<file path="config.mk">
export PLATFORM = sky130hd
export DESIGN_NAME = htif_mbox
export DESIGN_NICKNAME = d
export VERILOG_FILES = /design/src/rtl/htif_mbox.sv
export SDC_FILE = /design/constraint.sdc
export NUM_CORES = 1
export LEC_CHECK = 0
export ABC_AREA = 0
export CORE_MARGIN = 2
export CORE_UTILIZATION = 55
export CTS_CLUSTER_SIZE = 14
export DETAILED_ROUTE_END_ITERATION = 10
export GPL_TIMING_DRIVEN = 0
export PLACE_DENSITY = 0.85
export RECOVER_POWER = 25
export SLEW_MARGIN = 15
export SYNTH_ARGS = -nofsm -noshare
export SYNTH_HDL_FRONTEND = slang
export SYNTH_SLANG_ARGS = --single-unit
</file>
<file path="constraint.sdc">
create_clock -name clk -period 7.4 [get_ports clk]
set_clock_uncertainty 0.2 [all_clocks]
set_input_delay 1.48 -clock clk [delete_from_list [all_inputs] [get_ports clk]]
set_output_delay 1.48 -clock clk [all_outputs]
set_load 0.1 [all_outputs]
</file>
<file path="src/rtl/htif_mbox.sv">
// HTIF tohost/fromhost mailbox on APB: decodes console-putchar and exit commands,
// buffers console characters in a small FIFO and pulses an exit event with its code.
module htif_mbox #(
  parameter int FIFO_DEPTH = 8,
  parameter int ADDR_WIDTH = 12
) (
  input  logic                  clk,
  input  logic                  rst,
  input  logic                  psel,
  input  logic                  penable,
  input  logic [ADDR_WIDTH-1:0] paddr,
  input  logic                  pwrite,
  input  logic [3:0]            pstrb,
  input  logic [31:0]           pwdata,
  output logic [31:0]           prdata,
  output logic                  pslverr,
  output logic                  pready,
  output logic                  char_valid,
  output logic [7:0]            char_data,
  input  logic                  char_ready,
  output logic                  exit_valid,
  output logic [31:0]           exit_code
);

  localparam int PTR_W = (FIFO_DEPTH > 1) ? $clog2(FIFO_DEPTH) : 1;
  localparam int LVL_W = $clog2(FIFO_DEPTH) + 1;
  localparam logic [LVL_W-1:0] DEPTH_L = LVL_W'(FIFO_DEPTH);

  localparam logic [ADDR_WIDTH-1:0] A_TLO = ADDR_WIDTH'(32'h00);
  localparam logic [ADDR_WIDTH-1:0] A_THI = ADDR_WIDTH'(32'h04);
  localparam logic [ADDR_WIDTH-1:0] A_FLO = ADDR_WIDTH'(32'h08);
  localparam logic [ADDR_WIDTH-1:0] A_FHI = ADDR_WIDTH'(32'h0C);
  localparam logic [ADDR_WIDTH-1:0] A_STS = ADDR_WIDTH'(32'h10);

  typedef enum logic [2:0] {S_IDLE, S_DECODE, S_PUSH, S_EXIT, S_CLEAR} state_e;

  function automatic logic [31:0] merge_bytes(input logic [31:0] old_v,
                                               input logic [31:0] new_v,
                                               input logic [3:0]  strb);
    logic [31:0] res;
    for (int i = 0; i < 4; i++)
      res[8*i +: 8] = strb[i] ? new_v[8*i +: 8] : old_v[8*i +: 8];
    return res;
  endfunction

  state_e state_q, state_d;
  logic [31:0] tohost_lo_q, tohost_lo_d, tohost_hi_q, tohost_hi_d;
  logic [31:0] fromhost_lo_q, fromhost_lo_d, fromhost_hi_q, fromhost_hi_d;
  logic [31:0] exit_code_q, exit_code_d;
  logic        exit_seen_q, exit_seen_d;
  logic [PTR_W-1:0] wr_ptr_q, wr_ptr_d, rd_ptr_q, rd_ptr_d;
  logic [LVL_W-1:0] level_q, level_d;
  logic [7:0]  mem [FIFO_DEPTH];

  logic access, sel_tlo, sel_thi, sel_flo, sel_fhi, sel_sts, mapped;
  logic busy, wr_en, commit, full, push_en, pop, exit_load;
  logic [31:0] hi_wr, status;

  assign access  = psel & penable;
  assign sel_tlo = (paddr == A_TLO);
  assign sel_thi = (paddr == A_THI);
  assign sel_flo = (paddr == A_FLO);
  assign sel_fhi = (paddr == A_FHI);
  assign sel_sts = (paddr == A_STS);
  assign mapped  = sel_tlo | sel_thi | sel_flo | sel_fhi | sel_sts;

  // TOHOST is locked while a command is in flight so the decoded value cannot change under the FSM
  assign pslverr = access & (~mapped | (pwrite & sel_sts) | (pwrite & (sel_tlo | sel_thi) & busy));
  assign wr_en   = access & pwrite & ~pslverr;
  assign hi_wr   = merge_bytes(tohost_hi_q, pwdata, pstrb);
  assign commit  = wr_en & sel_thi & ((hi_wr | tohost_lo_q) != 32'h0);
  assign pready  = 1'b1;

  assign full       = (level_q == DEPTH_L);
  assign char_valid = (level_q != '0);
  assign char_data  = mem[rd_ptr_q];
  assign pop        = char_valid & char_ready;
  assign exit_code  = exit_code_q;
  assign status     = {21'h0, busy, exit_seen_q, full, 8'(level_q)};

  always_ff @(posedge clk or posedge rst) begin
    if (rst) state_q <= S_IDLE;
    else     state_q <= state_d;
  end

  always_comb begin
    state_d = state_q;
    unique case (state_q)
      S_IDLE:   if (commit) state_d = S_DECODE;
      S_DECODE: begin
        if (tohost_hi_q[31:24] == 8'h01 && tohost_hi_q[23:16] == 8'h01) state_d = S_PUSH;
        else if (tohost_hi_q == 32'h0)                                    state_d = S_EXIT;
        else                                                              state_d = S_CLEAR;
      end
      S_PUSH:   if (!full) state_d = S_CLEAR;
      S_EXIT:   state_d = S_CLEAR;
      S_CLEAR:  state_d = S_IDLE;
      default:  state_d = S_IDLE;
    endcase
  end

  always_comb begin
    busy       = (state_q != S_IDLE);
    exit_valid = (state_q == S_EXIT);
    push_en    = (state_q == S_PUSH) && !full;
    exit_load  = (state_q == S_DECODE) && (state_d == S_EXIT);
  end

  always_comb begin
    tohost_lo_d   = tohost_lo_q;
    tohost_hi_d   = tohost_hi_q;
    fromhost_lo_d = fromhost_lo_q;
    fromhost_hi_d = fromhost_hi_q;
    exit_code_d   = exit_code_q;
    exit_seen_d   = exit_seen_q;
    if (state_q == S_CLEAR) begin
      tohost_lo_d = 32'h0;
      tohost_hi_d = 32'h0;
    end else begin
      if (wr_en && sel_tlo) tohost_lo_d = merge_bytes(tohost_lo_q, pwdata, pstrb);
      if (wr_en && sel_thi) tohost_hi_d = hi_wr;
    end
    if (wr_en && sel_flo) fromhost_lo_d = merge_bytes(fromhost_lo_q, pwdata, pstrb);
    if (wr_en && sel_fhi) fromhost_hi_d = merge_bytes(fromhost_hi_q, pwdata, pstrb);
    if (exit_load) begin
      exit_code_d = tohost_lo_q;
      exit_seen_d = 1'b1;
    end
  end

  // Full is judged on the registered level, so a pop in the same cycle frees the slot only next cycle
  always_comb begin
    wr_ptr_d = wr_ptr_q + PTR_W'(push_en);
    rd_ptr_d = rd_ptr_q + PTR_W'(pop);
    level_d  = level_q + LVL_W'(push_en) - LVL_W'(pop);
  end

  always_ff @(posedge clk or posedge rst) begin
    if (rst) begin
      tohost_lo_q   <= 32'h0;
      tohost_hi_q   <= 32'h0;
      fromhost_lo_q <= 32'h0;
      fromhost_hi_q <= 32'h0;
      exit_code_q   <= 32'h0;
      exit_seen_q   <= 1'b0;
      wr_ptr_q      <= '0;
      rd_ptr_q      <= '0;
      level_q       <= '0;
    end else begin
      tohost_lo_q   <= tohost_lo_d;
      tohost_hi_q   <= tohost_hi_d;
      fromhost_lo_q <= fromhost_lo_d;
      fromhost_hi_q <= fromhost_hi_d;
      exit_code_q   <= exit_code_d;
      exit_seen_q   <= exit_seen_d;
      wr_ptr_q      <= wr_ptr_d;
      rd_ptr_q      <= rd_ptr_d;
      level_q       <= level_d;
    end
  end

  always_ff @(posedge clk) begin
    if (push_en) mem[wr_ptr_q] <= tohost_lo_q[7:0];
  end

  always_comb begin
    prdata = 32'h0;
    if (access) begin
      if (sel_tlo) prdata = tohost_lo_q;
      if (sel_thi) prdata = tohost_hi_q;
      if (sel_flo) prdata = fromhost_lo_q;
      if (sel_fhi) prdata = fromhost_hi_q;
      if (sel_sts) prdata = status;
    end
  end

endmodule

</file>
==> results.json, run 1 <==
{
  "status": "complete, but fails checks",
  "violations": "capacitance limit, slew limit",
  "rsz0062_at_grt": "false",
  "fin_crit_ns": 7.25,
  "die_w_um": 143,
  "syn_nets": 880,
  "synth_cells": 815,
  "layout_common_cells": "174 x dfrtp_1, 124 x clkdlybuf4s50_1, 120 x mux2_2, 64 x edfxtp_1",
  "grt.overflow.total": 0,
  "placed_cell_area_um2": 12300,
  "end_kind": "output port",
  "ios": 130,
  "stdcell_area_um2": 13200,
  "p_total_mw": 3.09,
  "cts.path.max_buffers": 3,
  "ant_nets": 0,
  "drt-initial-drc-count": 653,
  "critPathCapture": "prdata[7]",
  "die-height_um": 143,
  "maxCapViolCount": 1,
  "finalHoldViolCount": 0,
  "reg2reg_slack_ns": 4.24,
  "synth_cell_types": 51,
  "tightest_slew_ns": 3.45,
  "detail_route.drc_violations": 0,
  "vias_per_cell": 6.25,
  "fin_crit_sh_pct": 98.0,
  "syn_avg_cell_area_um2": 13.1,
  "worstSkewPairLatency_ns": 0.53,
  "cts-hold-fix-buffers": 0,
  "ys_ff_latch": 238,
  "cts_max_level": 1,
  "async_reset_ff_share_pct": 73.1,
  "nets": 1034,
  "cts_tree": "done",
  "synth_edf_count": 64,
  "area_delta_synth_final_pct": 24.0,
  "relSlewSlack_pct": -132,
  "cts_root_buffer": "clkbuf_16",
  "p_leak_nw": 5.56,
  "core-area_um2": 18800,
  "cts_sinks": 238,
  "layout-drive-gt1-share_pct": 21.4,
  "drv_slew": 76,
  "rows": 50,
  "ff2ff_path_depth": 10,
  "seq_area_frac_synth_pct": 59.0,
  "wirelength_um": 27900,
  "dp_hpwl_um": 19300,
  "synth_area_um2": 10600,
  "clk_pin_slew_ns": 0.06,
  "cp-startpoint": "paddr[7]",
  "vdd_drop_max_mv": 0.190,
  "wire_per_inst_um": 22.3,
  "ys_warn_count": 0,
  "rr_endpoint": "level_q[2]",
  "crit_fanout": 10,
  "cts-resized-gates": 0,
  "initial_core_util_pct": 56.5,
  "startpoint_type": "input pin",
  "grt_start_max_net_pins": 100,
  "cts_made_buffers": 25,
  "arrival_ns": 5.57,
  "fp.dieArea_um2": 20500,
  "fmaxAchievable_mhz": 138,
  "grt_pass1_wl_um": 43600,
  "post_cts_buffers": 0,
  "crit_type": "in2out",
  "worstPathRequired_ns": 5.72,
  "grt_use_total_pct": 27.7,
  "num_antenna_cells": 0,
  "hold_class": "reg2reg",
  "vias": 7798,
  "setup_viol_count_final": 0,
  "synthFlopType": "dfrtp_1",
  "antenna_found_initial": 1,
  "final_common_cell": "dfrtp_1",
  "drtPass1Iterations": 5,
  "final_core_util_pct": 70.1,
  "grt_pass1_vias": 7959,
  "p_per_area_nw_per_um2": 234,
  "rr_startpoint": "level_q[2]",
  "gp_congestion": 0.966,
  "io_buffers": 125
}
-- layout make-up --
class	count	area (µm²)
Fill cell	1257	5640
Clock inverter	9	149
Tap cell	260	325
Sequential cell	238	6280
Inverter	42	159
Buffer	45	198
Clock buffer	36	759
Timing Repair Buffer	127	1280
Multi-Input combinational cell	490	4040
-- state kept, by name, summed over array words and instances, names as in the netlist --
register       flops
exit_code         32
state_q            3
wr_ptr_q           3
fromhost_hi_q     32
exit_seen_q        1
mem               64
level_q            4
rd_ptr_q           3
tohost_lo_q       32
fromhost_lo_q     32
tohost_hi_q       32
-- worst min path at each step --
stage / from / endpoint / slack [ns] / cells past startpoint
final: fromhost_lo_q[5] / fromhost_lo_q[5] / 0.30 / 2
after global routing: fromhost_lo_q[8] / fromhost_lo_q[8] / 0.31 / 1
after CTS: fromhost_lo_q[5] / fromhost_lo_q[5] / 0.29 / 2
after detailed placement: exit_seen_q / exit_seen_q / 0.28 / 1
after global placement: exit_seen_q / exit_seen_q / 0.25 / 1
after floorplan: exit_seen_q / exit_seen_q / 0.24 / 1
-- worst max-delay path: stages --
cell and delay (ns):
clkdlybuf4s50_1 0.42, nor4_2 0.53, and4b_1 0.42, buf_2 0.30
nand3_1 0.38, clkbuf_1 0.37, nor3_1 0.44, clkdlybuf4s50_1 1.22
-- kinds of logic (layout without fill, tap and decap cells) --
| family | count (synthesis) | after routing | share of synthesized area, % |
|---|---|---|---|
| simple gates | 201 | 201 | 9.66 |
| flops | 238 | 238 | 59.0 |
| xor+xnor | 4 | 4 | 0.329 |
| compound gates | 125 | 125 | 8.22 |
| buf+inv | 87 | 259 | 3.34 |
| fa+ha+maj | 11 | 11 | 1.36 |
| other cells | 1 | 1 | 0.0352 |
| mux | 148 | 148 | 18.1 |
-- synth_stat cells, types with 3 or more instances --
cell type    n  share of area, %
nand2_1     25              0.88
o22ai_1     27               1.6
ha_1        10               1.2
edfxtp_1    64                18
nor2_1      40               1.4
nor4_1      21               1.2
nand4_1      5              0.29
nand3_1     43               2.0
nand2b_1     4              0.24
buf_1        4              0.14
mux2i_1      4              0.38
xor2_1       3              0.25
o21ai_0     43               2.0
dfrtp_1    174                41
inv_1       42               1.5
buf_6        3              0.32
clkbuf_1    35               1.2
a21oi_1      3              0.14
o21ai_2      4              0.33
a22oi_1      6              0.42
a31oi_1      4              0.24
mux4_2      22               4.7
nor3_1      43               2.0
a32o_1      32               3.0
mux2_2     120                13
-- routing by layer --
metal	wire, µm	up-vias	share of wire [%]	GRT usage (%)
met2	13300	410	48	45.6
met3	2300	74	8.2	5.16
met4	945	2	3.4	9.48
li1	-	3391	-	-
met5	12	-	0.043	0
met1	11300	3921	40	37.2
-- report_power, final --
group / internal [mW] / switching, mW / total, mW
sequential: 1.37 / 0.0226 / 1.39
combinational: 0.134 / 0.200 / 0.334
clock: 0.851 / 0.511 / 1.36
-- stage by stage --
| stage | TNS, ns | setup WS [ns] | instances | hold slack, ns |
|---|---|---|---|---|
| 2_1_floorplan | 0 | 0.910 | 815 | 0.240 |
| 3_3_place_gp | -210.33 | -1.22 | 1200 | 0.255 |
| 3_5_place_dp | 0 | 0.325 | 1202 | 0.281 |
| 4_1_cts | 0 | 0.230 | 1247 | 0.294 |
| 5_1_grt | 0 | 0.0213 | 1247 | 0.313 |
| 6_report | 0 | 0.148 | 1247 | 0.296 |
Note: power is estimated with default switching activity, not from simulation.
==> inputs of run 2 (changes only) <==
--- a/config.mk
+++ b/config.mk
@@ -11,6 +11,7 @@
 export CTS_CLUSTER_SIZE = 14
 export DETAILED_ROUTE_END_ITERATION = 10
 export GPL_TIMING_DRIVEN = 0
+export HOLD_SLACK_MARGIN = 0.1
 export PLACE_DENSITY = 0.85
 export RECOVER_POWER = 25
 export SLEW_MARGIN = 15
==> results of run 2 <==
Final layout, timing and power as in run 1 (identical DEF).
==> inputs of run 3 (changes only) <==
--- a/config.mk
+++ b/config.mk
@@ -6,13 +6,16 @@
 export NUM_CORES = 1
 export LEC_CHECK = 0
 export ABC_AREA = 0
+export CELL_PAD_IN_SITES_DETAIL_PLACEMENT = 1
+export CELL_PAD_IN_SITES_GLOBAL_PLACEMENT = 1
 export CORE_MARGIN = 2
-export CORE_UTILIZATION = 55
+export CORE_UTILIZATION = 46
+export CTS_CLUSTER_DIAMETER = 200
 export CTS_CLUSTER_SIZE = 14
 export DETAILED_ROUTE_END_ITERATION = 10
 export GPL_TIMING_DRIVEN = 0
 export HOLD_SLACK_MARGIN = 0.1
-export PLACE_DENSITY = 0.85
+export PLACE_DENSITY = 0.86
 export RECOVER_POWER = 25
 export SLEW_MARGIN = 15
 export SYNTH_ARGS = -nofsm -noshare
==> results.json, run 3 (synthesized netlist as in run 1, its figures left out) <==
{
  "placed_cell_area_um2": 12300,
  "cts_tree": "done",
  "fmaxAchievable_mhz": 136,
  "worst_path_most_repeated_cell": "clkdlybuf4s50_1",
  "num_antenna_cells": 0,
  "cts_made_buffers": 20,
  "die-height_um": 156,
  "dp_hpwl_um": 22400,
  "crit_type": "in2out",
  "p_per_area_nw_per_um2": 210,
  "end_kind": "output port",
  "maxCapViolCount": 1,
  "antenna_found_initial": 0,
  "whs_ns": 0.291,
  "drtPass1Iterations": 5,
  "cts_max_level": 1,
  "arrival_ns": 5.66,
  "fin_crit_ns": 7.34,
  "largest_reg_flops": 64,
  "area_delta_synth_final_pct": 21.0,
  "die_w_um": 156,
  "p_total_mw": 2.70,
  "tns_ns": 0,
  "grt_pass1_vias": 8541,
  "gp_congestion": 0.857,
  "cts_root_buffer": "clkbuf_16",
  "wirelength_um": 32300,
  "vdd_drop_max_mv": 0.124,
  "grt_use_total_pct": 26.5,
  "layout_common_cells": "174 x dfrtp_1, 124 x clkdlybuf4s50_1, 120 x mux2_2, 64 x edfxtp_1",
  "ios": 130,
  "max_flop_register": "mem",
  "post_cts_buffers": 0,
  "crit_chain": "clkdlybuf4s50_1 > nor4_2 > and4b_1 > buf_2 > nand3_1 > clkbuf_1 > nor3_1 > clkdlybuf4s50_1",
  "worstPathRequired_ns": 5.72,
  "worstSkewPairLatency_ns": 0.50,
  "nets": 1029,
  "fin_crit_sh_pct": 99.1,
  "status": "complete, but fails checks",
  "detail_route.drc_violations": 0,
  "cts.path.max_buffers": 3,
  "rows": 55,
  "grt_pass1_wl_um": 49300,
  "grt_start_max_net_pins": 93,
  "drv_slew": 83,
  "holdCritStartpoint": "exit_code[3]",
  "cts-hold-fix-buffers": 0,
  "cts-resized-gates": 0,
  "ant_nets": 0,
  "layout-drive-gt1-share_pct": 19.4,
  "place_inst": 1227,
  "stdcell_area_um2": 12900,
  "tightest_slew_ns": 3.75,
  "critPathTopFamily": "buffers and inverters",
  "grt.overflow.total": 0,
  "final_common_cell": "dfrtp_1",
  "critPathMaxStageDelay_ns": 1.22,
  "rr_startpoint": "state_q[2]",
  "setup_viol_count_final": 0,
  "relSlewSlack_pct": -151,
  "vias_per_cell": 6.23,
  "cp_slowest_cell": "clkdlybuf4s50_1",
  "crit_buf_inv": 4,
  "p_leak_nw": 5.37,
  "core-area_um2": 22700,
  "vias": 7828,
  "startpoint_type": "input pin",
  "final_cells": 1256,
  "finalHoldViolCount": 0,
  "violations": "capacitance limit, slew limit",
  "cts_sinks": 238,
  "crit_fanout": 10,
  "drt-initial-drc-count": 564,
  "initial_core_util_pct": 46.9,
  "clk_pin_slew_ns": 0.07,
  "wire_per_inst_um": 25.7,
  "rsz0062_at_grt": "false",
  "cp-startpoint": "paddr[7]",
  "fp.dieArea_um2": 24400,
  "io_buffers": 125,
  "hold_class": "reg2reg"
}
run 3: report_power, final:
part	total (mW)	switching [mW]	internal [mW]
logic	0.339	0.205	0.135
clock network	0.976	0.460	0.516
registers	1.39	0.0226	1.37
run 3: final timing paths:
check                                        end  slack (ns)  cells past startpoint
worst min-delay path                exit_code[3]        0.29                      1
min in group asynchronous           exit_code[7]        2.34                      2
max in group asynchronous       fromhost_lo_q[8]        2.97                      2
worst max register to register    tohost_lo_q[9]        4.24                      6
worst max-delay path                   prdata[7]        0.06                      8
worst min register to register      exit_code[3]        0.29                      1
run 3: layer usage:
layer	vias up	GRT usage [%]	part of all wire [%]
li1	3369	-	-
met1	4041	34.5	41
met2	342	45.7	50
met3	76	3.64	6.2
met4	0	9.70	3.4
met5	-	0	0
run 3: final cells by class:
class                           count  area (µm²)
Multi-Input combinational cell    490        4040
Timing Repair Buffer              127        1290
Fill cell                        2297        9830
Tap cell                          285         357
Clock buffer                       29         556
Buffer                             45         198
Inverter                           42         159
Sequential cell                   238        6280
run 3: per-stage QoR:
stage                     worst slack (ns)  util (%)
after global placement               -1.44      53.9
after floorplan                      0.910         -
after CTS                            0.147      56.6
after detailed placement             0.178      54.2
final                               0.0633      56.7
after global routing               0.00114      56.7
